File: src/rtl/fir_pkg.sv
// ============================================================================
// Module      : fir_pkg
// Description : Shared constants, FSM state type and sample-fitting helpers
//               for the inverse moving-sum FIR (fir_inverse).
//               NUM_TAPS - moving-sum window length (history depth)
//               SAMPLE_W - recovered sample width (FIR input width)
//               SUM_W    - incoming sum width (FIR output width)
//               DIFF_W   - width of the reconstruction arithmetic
// Macro       : FIR_INV_SAT_EN - when defined, out-of-range results are
//               clamped; otherwise they wrap to the low SAMPLE_W bits.
// Revision    : 1.0 - initial release
// ============================================================================
`default_nettype none

package fir_pkg;

  localparam int NUM_TAPS = 5;
  localparam int SAMPLE_W = 4;
  localparam int SUM_W    = 16;
  // Two guard bits cover In - y_prev + hist without overflow.
  localparam int DIFF_W   = SUM_W + 2;

  localparam logic signed [DIFF_W-1:0] C_SAMPLE_MAX = DIFF_W'((2 ** (SAMPLE_W - 1)) - 1);
  localparam logic signed [DIFF_W-1:0] C_SAMPLE_MIN = DIFF_W'(-(2 ** (SAMPLE_W - 1)));

  typedef enum logic [1:0] {
    IDLE = 2'd0,
    RUN  = 2'd1,
    ERR  = 2'd2
  } state_t;

  // True when d is representable as a SAMPLE_W-bit signed sample.
  function automatic logic sample_in_range(input logic signed [DIFF_W-1:0] d);
    return (d >= C_SAMPLE_MIN) && (d <= C_SAMPLE_MAX);
  endfunction

  // Reduce a reconstruction result to sample width.
  function automatic logic signed [SAMPLE_W-1:0] fit_sample(input logic signed [DIFF_W-1:0] d);
`ifdef FIR_INV_SAT_EN
    if (d > C_SAMPLE_MAX) begin
      return C_SAMPLE_MAX[SAMPLE_W-1:0];
    end else if (d < C_SAMPLE_MIN) begin
      return C_SAMPLE_MIN[SAMPLE_W-1:0];
    end else begin
      return d[SAMPLE_W-1:0];
    end
`else
    return d[SAMPLE_W-1:0];
`endif
  endfunction

endpackage

`default_nettype wire

File: src/rtl/fir_inv_hist.sv
// ============================================================================
// Module      : fir_inv_hist
// Description : DEPTH x WIDTH shift register holding the most recent
//               recovered samples; newest at the head, oldest at the tail.
// Ports       : clk      - clock, posedge
//               rst_n    - synchronous active-low reset (clears all entries)
//               shift_en - shift din in at the head
//               din      - new sample
//               tail     - oldest stored sample (DEPTH shifts ago)
// Revision    : 1.0 - initial release
// ============================================================================
`default_nettype none

module fir_inv_hist #(
  parameter int DEPTH = 5,
  parameter int WIDTH = 4
) (
  input  logic             clk,
  input  logic             rst_n,
  input  logic             shift_en,
  input  logic [WIDTH-1:0] din,
  output logic [WIDTH-1:0] tail
);

  logic [WIDTH-1:0] r_taps [DEPTH];

  always_ff @(posedge clk) begin
    if (!rst_n) begin
      for (int i = 0; i < DEPTH; i++) begin
        r_taps[i] <= '0;
      end
    end else if (shift_en) begin
      r_taps[0] <= din;
      for (int i = 1; i < DEPTH; i++) begin
        r_taps[i] <= r_taps[i-1];
      end
    end
  end

  assign tail = r_taps[DEPTH-1];

endmodule

`default_nettype wire

File: src/rtl/fir_inverse.sv
// ============================================================================
// Module      : fir_inverse
// Description : Recovers x[n] from the 5-tap unit-coefficient moving sum
//               y[n] using x[n] = y[n] - y[n-1] + x[n-5], with valid/ready
//               handshakes and a one-cycle registered output.
// Ports       : clk        - clock, posedge
//               rst_n      - synchronous active-low reset
//               in_valid   - In carries a valid sum sample
//               in_ready   - block accepts In this cycle
//               In         - signed sum sample y[n]
//               out_valid  - Out holds a valid recovered sample
//               out_ready  - downstream consumes Out this cycle
//               Out        - signed recovered sample x[n]
//               clr_err    - clear range_err, return ERR -> RUN
//               range_err  - sticky out-of-range flag
//               sample_cnt - accepted sample count (wraps)
// Macro       : FIR_INV_SAT_EN - clamp out-of-range results instead of wrap.
//               The fitting helper uses fir_pkg widths, so the width
//               parameters must stay at their package defaults.
// Revision    : 1.0 - initial release
// ============================================================================
`default_nettype none

module fir_inverse #(
  parameter int NUM_INPUT_BITS  = fir_pkg::SAMPLE_W,
  parameter int NUM_OUTPUT_BITS = fir_pkg::SUM_W,
  parameter int NUM_TAPS        = fir_pkg::NUM_TAPS
) (
  input  logic                              clk,
  input  logic                              rst_n,
  input  logic                              in_valid,
  output logic                              in_ready,
  input  logic signed [NUM_OUTPUT_BITS-1:0] In,
  output logic                              out_valid,
  input  logic                              out_ready,
  output logic signed [NUM_INPUT_BITS-1:0]  Out,
  input  logic                              clr_err,
  output logic                              range_err,
  output logic [15:0]                       sample_cnt
);

  import fir_pkg::*;

  localparam int c_DIFF_W = NUM_OUTPUT_BITS + 2;

  logic                              w_accept;
  logic                              w_oor;
  logic signed [c_DIFF_W-1:0]        w_diff;
  logic signed [NUM_INPUT_BITS-1:0]  w_fit;
  logic [NUM_INPUT_BITS-1:0]         w_tail;
  state_t                            w_state_nxt;

  logic signed [NUM_INPUT_BITS-1:0]  r_out;
  logic                              r_out_valid;
  logic signed [NUM_OUTPUT_BITS-1:0] r_y_prev;
  logic [15:0]                       r_sample_cnt;
  logic                              r_range_err;
  state_t                            r_state;

  assign in_ready = !r_out_valid || out_ready;
  assign w_accept = in_valid && in_ready;

  // Sign-extend all three operands explicitly to the guarded width.
  assign w_diff = {{2{In[NUM_OUTPUT_BITS-1]}}, In}
                - {{2{r_y_prev[NUM_OUTPUT_BITS-1]}}, r_y_prev}
                + {{(c_DIFF_W-NUM_INPUT_BITS){w_tail[NUM_INPUT_BITS-1]}}, w_tail};

  assign w_oor = !sample_in_range(w_diff);
  assign w_fit = fit_sample(w_diff);

  // The fitted value (what is driven on Out) is what feeds the history.
  fir_inv_hist #(
    .DEPTH (NUM_TAPS),
    .WIDTH (NUM_INPUT_BITS)
  ) u_hist (
    .clk      (clk),
    .rst_n    (rst_n),
    .shift_en (w_accept),
    .din      (w_fit),
    .tail     (w_tail)
  );

  // A new out-of-range accept takes priority over clr_err.
  always_comb begin
    w_state_nxt = r_state;
    case (r_state)
      IDLE:    if (w_accept) w_state_nxt = w_oor ? ERR : RUN;
      RUN:     if (w_accept && w_oor) w_state_nxt = ERR;
      ERR:     if (clr_err && !(w_accept && w_oor)) w_state_nxt = RUN;
      default: w_state_nxt = IDLE;
    endcase
  end

  always_ff @(posedge clk) begin
    if (!rst_n) begin
      r_out        <= '0;
      r_out_valid  <= 1'b0;
      r_y_prev     <= '0;
      r_sample_cnt <= '0;
      r_range_err  <= 1'b0;
      r_state      <= IDLE;
    end else begin
      r_state <= w_state_nxt;
      if (w_accept) begin
        r_out        <= w_fit;
        r_out_valid  <= 1'b1;
        r_y_prev     <= In;
        r_sample_cnt <= r_sample_cnt + 16'd1;
      end else if (out_ready) begin
        r_out_valid  <= 1'b0;
      end
      if (w_accept && w_oor) begin
        r_range_err <= 1'b1;
      end else if (clr_err) begin
        r_range_err <= 1'b0;
      end
    end
  end

  assign Out        = r_out;
  assign out_valid  = r_out_valid;
  assign range_err  = r_range_err;
  assign sample_cnt = r_sample_cnt;

endmodule

`default_nettype wire

File: config.mk
export PLATFORM = sky130hd
export DESIGN_NAME = fir_inverse
export DESIGN_NICKNAME = d
export VERILOG_FILES = /design/src/rtl/fir_pkg.sv /design/src/rtl/fir_inv_hist.sv /design/src/rtl/fir_inverse.sv
export SDC_FILE = /design/constraint.sdc
export NUM_CORES = 1
export LEC_CHECK = 0
export CORE_UTILIZATION = 57
export DETAILED_ROUTE_END_ITERATION = 8
export PLACE_DENSITY = 0.82
export SLEW_MARGIN = 30
export SYNTH_ARGS = -nofsm -noshare
export SYNTH_HDL_FRONTEND = slang
export SYNTH_SLANG_ARGS = --single-unit
File: constraint.sdc
create_clock -name clk -period 3.7 [get_ports clk]
set_input_delay 0.37 -clock clk [delete_from_list [all_inputs] [get_ports clk]]
set_output_delay 0.37 -clock clk [all_outputs]
set_load 0.03 [all_outputs]
==> results_dict.tcl, run 1 <==
set metrics [dict create \
    relSlewSlack 0.5169 \
    routed_wirelength_um 7513 \
    netlist_top_cells_area "dfxtp_1 20%, edfxtp_1 16%, fa_1 8.5%, ha_1 6.3%, inv_1 5.5%" \
    initial_core_utilization 0.5905 \
    netlist_instances 417 \
    ys_types 52 \
    cts.sinks 58 \
    die_height_um 83.11 \
    postSynthNetCount 473 \
    status "finished clean" \
    antenna_violations_before_repair 0 \
    synth_enable_flop_cells 20 \
    cts_tree "built" \
    grt_setup_unrepaired "no" \
    drtPass1Iterations 4 \
    critical-path-slowest-cell "fa_1" \
    clockRootBuffer "clkbuf_8" \
    synth-adder-area-share 0.1488 \
    grt_util_all_layers 0.2322 \
    timing.critical_path.arrival_ps 3550 \
    fin_skew_ps 15.30 \
    vias_per_cell 5.415 \
    grt_pass1_vias 2917 \
    dieWidth_um 83.11 \
    path_clk_slew_ps 80 \
    top_level_ports 44 \
    hold_buffers 0 \
    place_congestion 0.8709 \
    synthMuxAreaShare 0 \
    yosys-top-cells-count "55 x inv_1, 53 x nand2_1, 38 x dfxtp_1" \
    cp_data_required_time_ps 3940 \
    synthesis.area_per_instance_um2 8.992 \
    achievable-frequency_ghz 0.3025 \
    cpLargestDelayFamily "compound AO/OA/AOI/OAI gates" \
    setup_tns_ps 0 \
    final.hold.worst_slack_ps 456.7 \
    routed-via-count 2962 \
    post_synth_and_or_nand_nor_area_fraction 0.2202 \
    critPathLaunchType "input pin" \
    cp-end-kind "flop" \
    antenna_cells_inserted 0 \
    final-hold-violation-count 0 \
    vdd_ir_drop_max_mv 0.3360 \
    timing.final.crit_share 0.8936 \
    report.final.setup_viol 0 \
    final_antenna_net_count 0 \
    standard_cell_rows 29 \
    netlist.top_cell.by_area "dfxtp_1" \
    final_core_util 0.7080 \
    cts_inserted_buffers 9 \
    synth_top_cell_area_share 0.2029 \
    finish.net_count 521 \
    drive_gt1_frac 0.07234 \
    period_minus_slack_ps 3306 \
    fillerInstances 489 \
    timing_worst_setup_path_type "input pin to flop" \
    drt_drc_violations_left 0 \
    maximum_number_of_pins_on_one_net_before_global_route_repair 56 \
    yosys.area_share.xor_xnor 0.06540 \
    synthArstFlopShare 0 \
    final_max_slew_viol_count 0 \
    synth_warnings 0 \
    cts_repair_resize_count 0 \
    fin_area_um2 4496 \
    grt_pass1_wl_um 12740 \
    worst_hold_path_type "flop to flop" \
    synth_compound_gate_area_share 0.1298 \
    dominant_combinational_cell_family_by_area_after_synthesis "simple AND/OR/NAND/NOR gates" \
    critical_path_peak_fanout 4 \
    wire_per_inst_um 13.73 \
    core_area_um2 6350 \
    postCtsSetupBuffers 0 \
    worst_path_cell_trace "clkdlybuf4s50_1 > inv_1 > fa_1 > inv_1 > ha_1 > a211oi_2 > o311ai_1 > and3_1 > o311a_1 > o21bai_1 > nor4_2 > and4_1 > a211oi_2" \
    instance_area_at_placement_um2 4270 \
    path_buf_inv 3 \
    floorplan.die_area_um2 6907 \
    highest_cell_delay_on_the_worst_timing_path_ps 530 \
    max_slew.worst_pin.slew_ps 723.9 \
    most_used_dff_post_synth "dfxtp_1" \
    detailedPlacementHpwl_um 5364 \
    port_buffers 43 \
    power.leakage_uw 0.001993 \
    areaGrowthSynthToFinish_pct 19.89 \
    max-clock-path-buffers 2 \
    overflow 0 \
    power.density_nw_per_um2 468.0 \
    worst_skew_pair_later_pin_latency_ps 350 \
    synth_area_um2 3750 \
    yosys_register_bits 58 \
    first_iter_violations 109 \
    synth.yosys.seq_area_share 0.3630 \
    cap_viol_max_count 0 \
    clock_tree.htree_level_count 3 \
    yosysMostFrequentCell "inv_1" \
]
==> state kept, by name (all words and copies together), names as in the netlist <==
| name | count |
|---|---|
| sample_cnt | 16 |
| range_err | 1 |
| Out | 4 |
| u_hist.r_taps | 20 |
| r_y_prev | 16 |
| out_valid | 1 |
==> per-layer routing <==
layer / global-route usage / share of wire / up-vias
met1: 0.2772 / 0.45 / 1397
met2: 0.4113 / 0.50 / 47
met4: 0.08464 / 0.016 / 0
met5: 0 / 0 / -
li1: - / - / 1507
met3: 0.04871 / 0.032 / 11
==> cell usage in the layout, fill, tap and decap left out, types with 3 or more instances in the layout <==
cell,n
a211oi_1,3
a21boi_0,18
a21o_1,5
a21oi_1,13
and2_1,17
and3_1,24
and4_1,3
buf_4,8
clkbuf_8,9
clkdlybuf4s50_1,43
dfxtp_1,38
edfxtp_1,20
fa_1,16
ha_1,19
inv_1,55
nand2_1,53
nand3_1,14
nand4_1,4
nor2_1,15
nor3_1,8
nor4_1,3
o21ai_0,10
o21ai_1,3
o21bai_1,3
xnor2_1,17
xor2_1,11
==> logic make-up (layout without fill, tap and decap cells) <==
kind of cell,count (synthesis),count (layout)
xor+xnor,28,28
flops,58,58
compound gates,70,70
fa+ha+maj,35,35
simple gates,157,157
buf+inv,69,122
==> through the flow <==
stage	cells	total power (µW)	setup slack [ps]
floorplan	417	1262	537.1
global placement	531	1435	72.80
detailed placement	531	1452	16.11
CTS	547	2116	371.8
global route	547	2232	210.5
finish	547	2104	393.7
==> power breakdown <==
group | total, µW | internal (µW) | leakage, µW | switching [µW]
Sequential | 719 | 700 | 0.000530 | 18.8
Combinational | 724 | 305 | 0.00136 | 419
Clock | 661 | 384 | 0.000106 | 277
Total | 2100 | 1390 | 0.00199 | 715
==> area by class of cell <==
cell class	count	area, µm²	area share
Sequential cell	58	1361	0.3028
Tap cell	77	96.34	0.02143
Clock inverter	7	101.3	0.02254
Clock buffer	9	123.9	0.02755
Multi-Input combinational cell	290	2116	0.4706
Inverter	55	206.4	0.04592
Timing Repair Buffer	51	490.5	0.1091
==> final timing paths <==
| check | slack [ps] | to | start | cells past startpoint |
|---|---|---|---|---|
| max reg2reg | 480 | range_err | u_hist.r_taps[0][19] | 13 |
| min reg2reg | 460 | Out[1] | Out[1] | 1 |
| max | 390 | range_err | In[1] | 13 |
| min | 460 | Out[1] | Out[1] | 1 |
==> worst register-to-register path: cells and delay by family (launching register included) <==
kind / cells / cell delay [ps]
AO/OA/AOI/OAI: 1 / 60
XOR/XNOR: 1 / 150
adder cells (fa/ha/maj): 2 / 700
buffers and inverters: 3 / 520
flip-flops: 1 / 370
AND/OR/NAND/NOR: 6 / 1290
(Power assumes the default switching activity.)
==> inputs of run 2 (changes only) <==
--- a/config.mk
+++ b/config.mk
@@ -5,9 +5,10 @@
 export SDC_FILE = /design/constraint.sdc
 export NUM_CORES = 1
 export LEC_CHECK = 0
-export CORE_UTILIZATION = 57
+export CORE_UTILIZATION = 41
 export DETAILED_ROUTE_END_ITERATION = 8
-export PLACE_DENSITY = 0.82
+export PLACE_DENSITY = 0.63
+export SKIP_CTS_REPAIR_TIMING = 1
 export SLEW_MARGIN = 30
 export SYNTH_ARGS = -nofsm -noshare
 export SYNTH_HDL_FRONTEND = slang
==> run 2 against run 1 <==
The run now ends with DRC left. Register-to-register slack hardly changed. Non-clock buffer count is 2 higher. Sequential power hardly changed. Cell area is 0.25% higher. Via count is 1.4% lower. First-iteration DRC count is 13% higher. Combinational power is 2% higher.
==> results_dict.tcl, run 2 (synthesis gave the netlist of run 1 again) <==
set metrics [dict create \
    routed-via-count 2922 \
    fin_skew_ps 11.91 \
    floorplan.die_area_um2 9533 \
    mostFrequentLayoutCell "inv_1" \
    initial_core_utilization 0.4258 \
    achievable-frequency_ghz 0.2940 \
    port_buffers 43 \
    power.leakage_uw 0.001988 \
    top_level_ports 44 \
    finish.net_count 523 \
    largest_register_ff_count 20 \
    drive_gt1_frac 0.07203 \
    critPathLaunchType "input pin" \
    final.hold.worst_slack_ps 457.7 \
    cts.sinks 58 \
    relSlewSlack 0.5009 \
    met3_length_um 180 \
    post-route-worst-setup-slack_ps 298.9 \
    worst_skew_pair_later_pin_latency_ps 340 \
    seq_power_share 0.359 \
    fillerInstances 839 \
    ff2ff_setup_slack_ps 490 \
    worst_hold_path_type "flop to flop" \
    violations "DRC" \
    internal-power_uw 1293 \
    place_congestion 0.8660 \
    clockRootBuffer "clkbuf_8" \
    grt_pass1_vias 2934 \
    m1WireLength_um 3743 \
    final-hold-violation-count 0 \
    detailedPlacementHpwl_um 5575 \
    critical_path.reg2reg.endpoint "range_err" \
    part_of_the_total_power_dissipated_in_the_clock_network 0.273 \
    status "finished with violations" \
    multi_input_area_um2 2116 \
    cts_tree "built" \
    final_antenna_net_count 0 \
    wire_per_inst_um 13.33 \
    power.share.combinational 0.368 \
    antenna_cells_inserted 0 \
    power.share.switching 0.3545 \
    routed-wl-met2_um 3721 \
    die_height_um 97.64 \
    drt_drc_violations_left 4 \
    period_minus_slack_ps 3401 \
    timing.final.crit_share 0.9192 \
    dieWidth_um 97.64 \
    critical_path_peak_fanout 4 \
    max_slew.worst_pin.slew_ps 747.8 \
    cap_viol_max_count 0 \
    largest_register "u_hist.r_taps" \
    grt_pass1_wl_um 13480 \
    timing.rr.start "u_hist.r_taps[0][19]" \
    maximum_number_of_pins_on_one_net_before_global_route_repair 56 \
    route.top_layer_used "met4" \
    switchingPower_uw 710.3 \
    timing.critical_path.from "In[1]" \
    antenna_violations_before_repair 0 \
    cp-end-kind "flop" \
    drtPass1Iterations 6 \
    standard_cell_rows 34 \
    final_cell_mix "55 x inv_1, 53 x nand2_1, 43 x clkdlybuf4s50_1, 38 x dfxtp_1, 24 x and3_1" \
    final-seq-area_um2 1361 \
    grt_util_all_layers 0.1759 \
    pre_cts_ws_ps -30.04 \
    max-clock-path-buffers 2 \
    path_clk_slew_ps 70 \
    timing.critical_path.arrival_ps 3630 \
    setup_tns_ps 0 \
    power.density_nw_per_um2 444.6 \
    clock_tree.htree_level_count 3 \
    cts_inserted_buffers 9 \
    routed_wirelength_um 7731 \
    cp_data_required_time_ps 3920 \
    endpoint "range_err" \
    final_max_slew_viol_count 0 \
    vias_per_cell 5.038 \
    first_iter_violations 123 \
    grt_setup_unrepaired "no" \
    core_area_um2 8806 \
    worst_hold_startpoint "Out[0]" \
    vdd_ir_drop_max_mv 0.2275 \
    areaGrowthSynthToFinish_pct 20.19 \
    reg2reg_depth 13 \
    timing_worst_setup_path_type "input pin to flop" \
    overflow 0 \
    report.final.setup_viol 0 \
]
run 2: cell count changes in the layout (fill, tap and decap cells not counted), sizes merged:
cell      before  now
clkinv         1    3
buf            8   10
bufinv         2    0
inv           57   55
clkbuf         9   12
clkinvlp       2    1
run 2: per-stage QoR:
step / util / total power [µW] / std cells / cell area [µm²]
3_3_place_gp: 0.4910 / 1455 / 564 / 4324
2_1_floorplan: - / 1262 / 417 / 3750
3_5_place_dp: 0.4910 / 1465 / 564 / 4324
4_1_cts: 0.5118 / 2021 / 580 / 4507
6_report: 0.5118 / 2004 / 580 / 4507
5_1_grt: 0.5118 / 2129 / 580 / 4507
run 2: layout make-up:
| type | instances | area share |
|---|---|---|
| multi-input combinational | 290 | 0.4695 |
| tap | 108 | 0.02998 |
| clock inverter | 4 | 0.005830 |
| inverter | 55 | 0.04581 |
| sequential | 58 | 0.3021 |
| timing repair buffer | 53 | 0.1122 |
| clock buffer | 12 | 0.03470 |
run 2: worst min-delay path by stage:
| stage | to | slack [ps] | cells past startpoint |
|---|---|---|---|
| floorplan | r_y_prev[0] | 450 | 2 |
| global placement | Out[0] | 450 | 1 |
| detailed placement | Out[0] | 440 | 1 |
| CTS | Out[0] | 460 | 1 |
| global route | Out[3] | 480 | 1 |
| finish | Out[0] | 460 | 1 |
run 2: routing by layer:
| layer | GRT usage | vias to the layer above |
|---|---|---|
| met5 | 0 | - |
| met4 | 0.05478 | 0 |
| met3 | 0.03885 | 8 |
| met2 | 0.2990 | 41 |
| met1 | 0.2218 | 1367 |
| li1 | - | 1506 |
run 2: critical path, stage by stage:
cell and delay (ps):
clkdlybuf4s50_1 480, inv_1 60, fa_1 530, inv_1 70
ha_1 300, a211oi_2 310, o311ai_1 220, and3_1 250
o311a_1 290, o21bai_1 190, nor4_2 260, and4_1 220
a211oi_2 60
run 2: power groups by stage:
stage | Sequential (µW) | Combinational (µW) | Clock, µW
6_report | 718 | 738 | 548
5_1_grt | 723 | 822 | 583
4_1_cts | 719 | 738 | 564
3_5_place_dp | 733 | 731 | 0
3_3_place_gp | 732 | 722 | 0
2_1_floorplan | 750 | 512 | 0
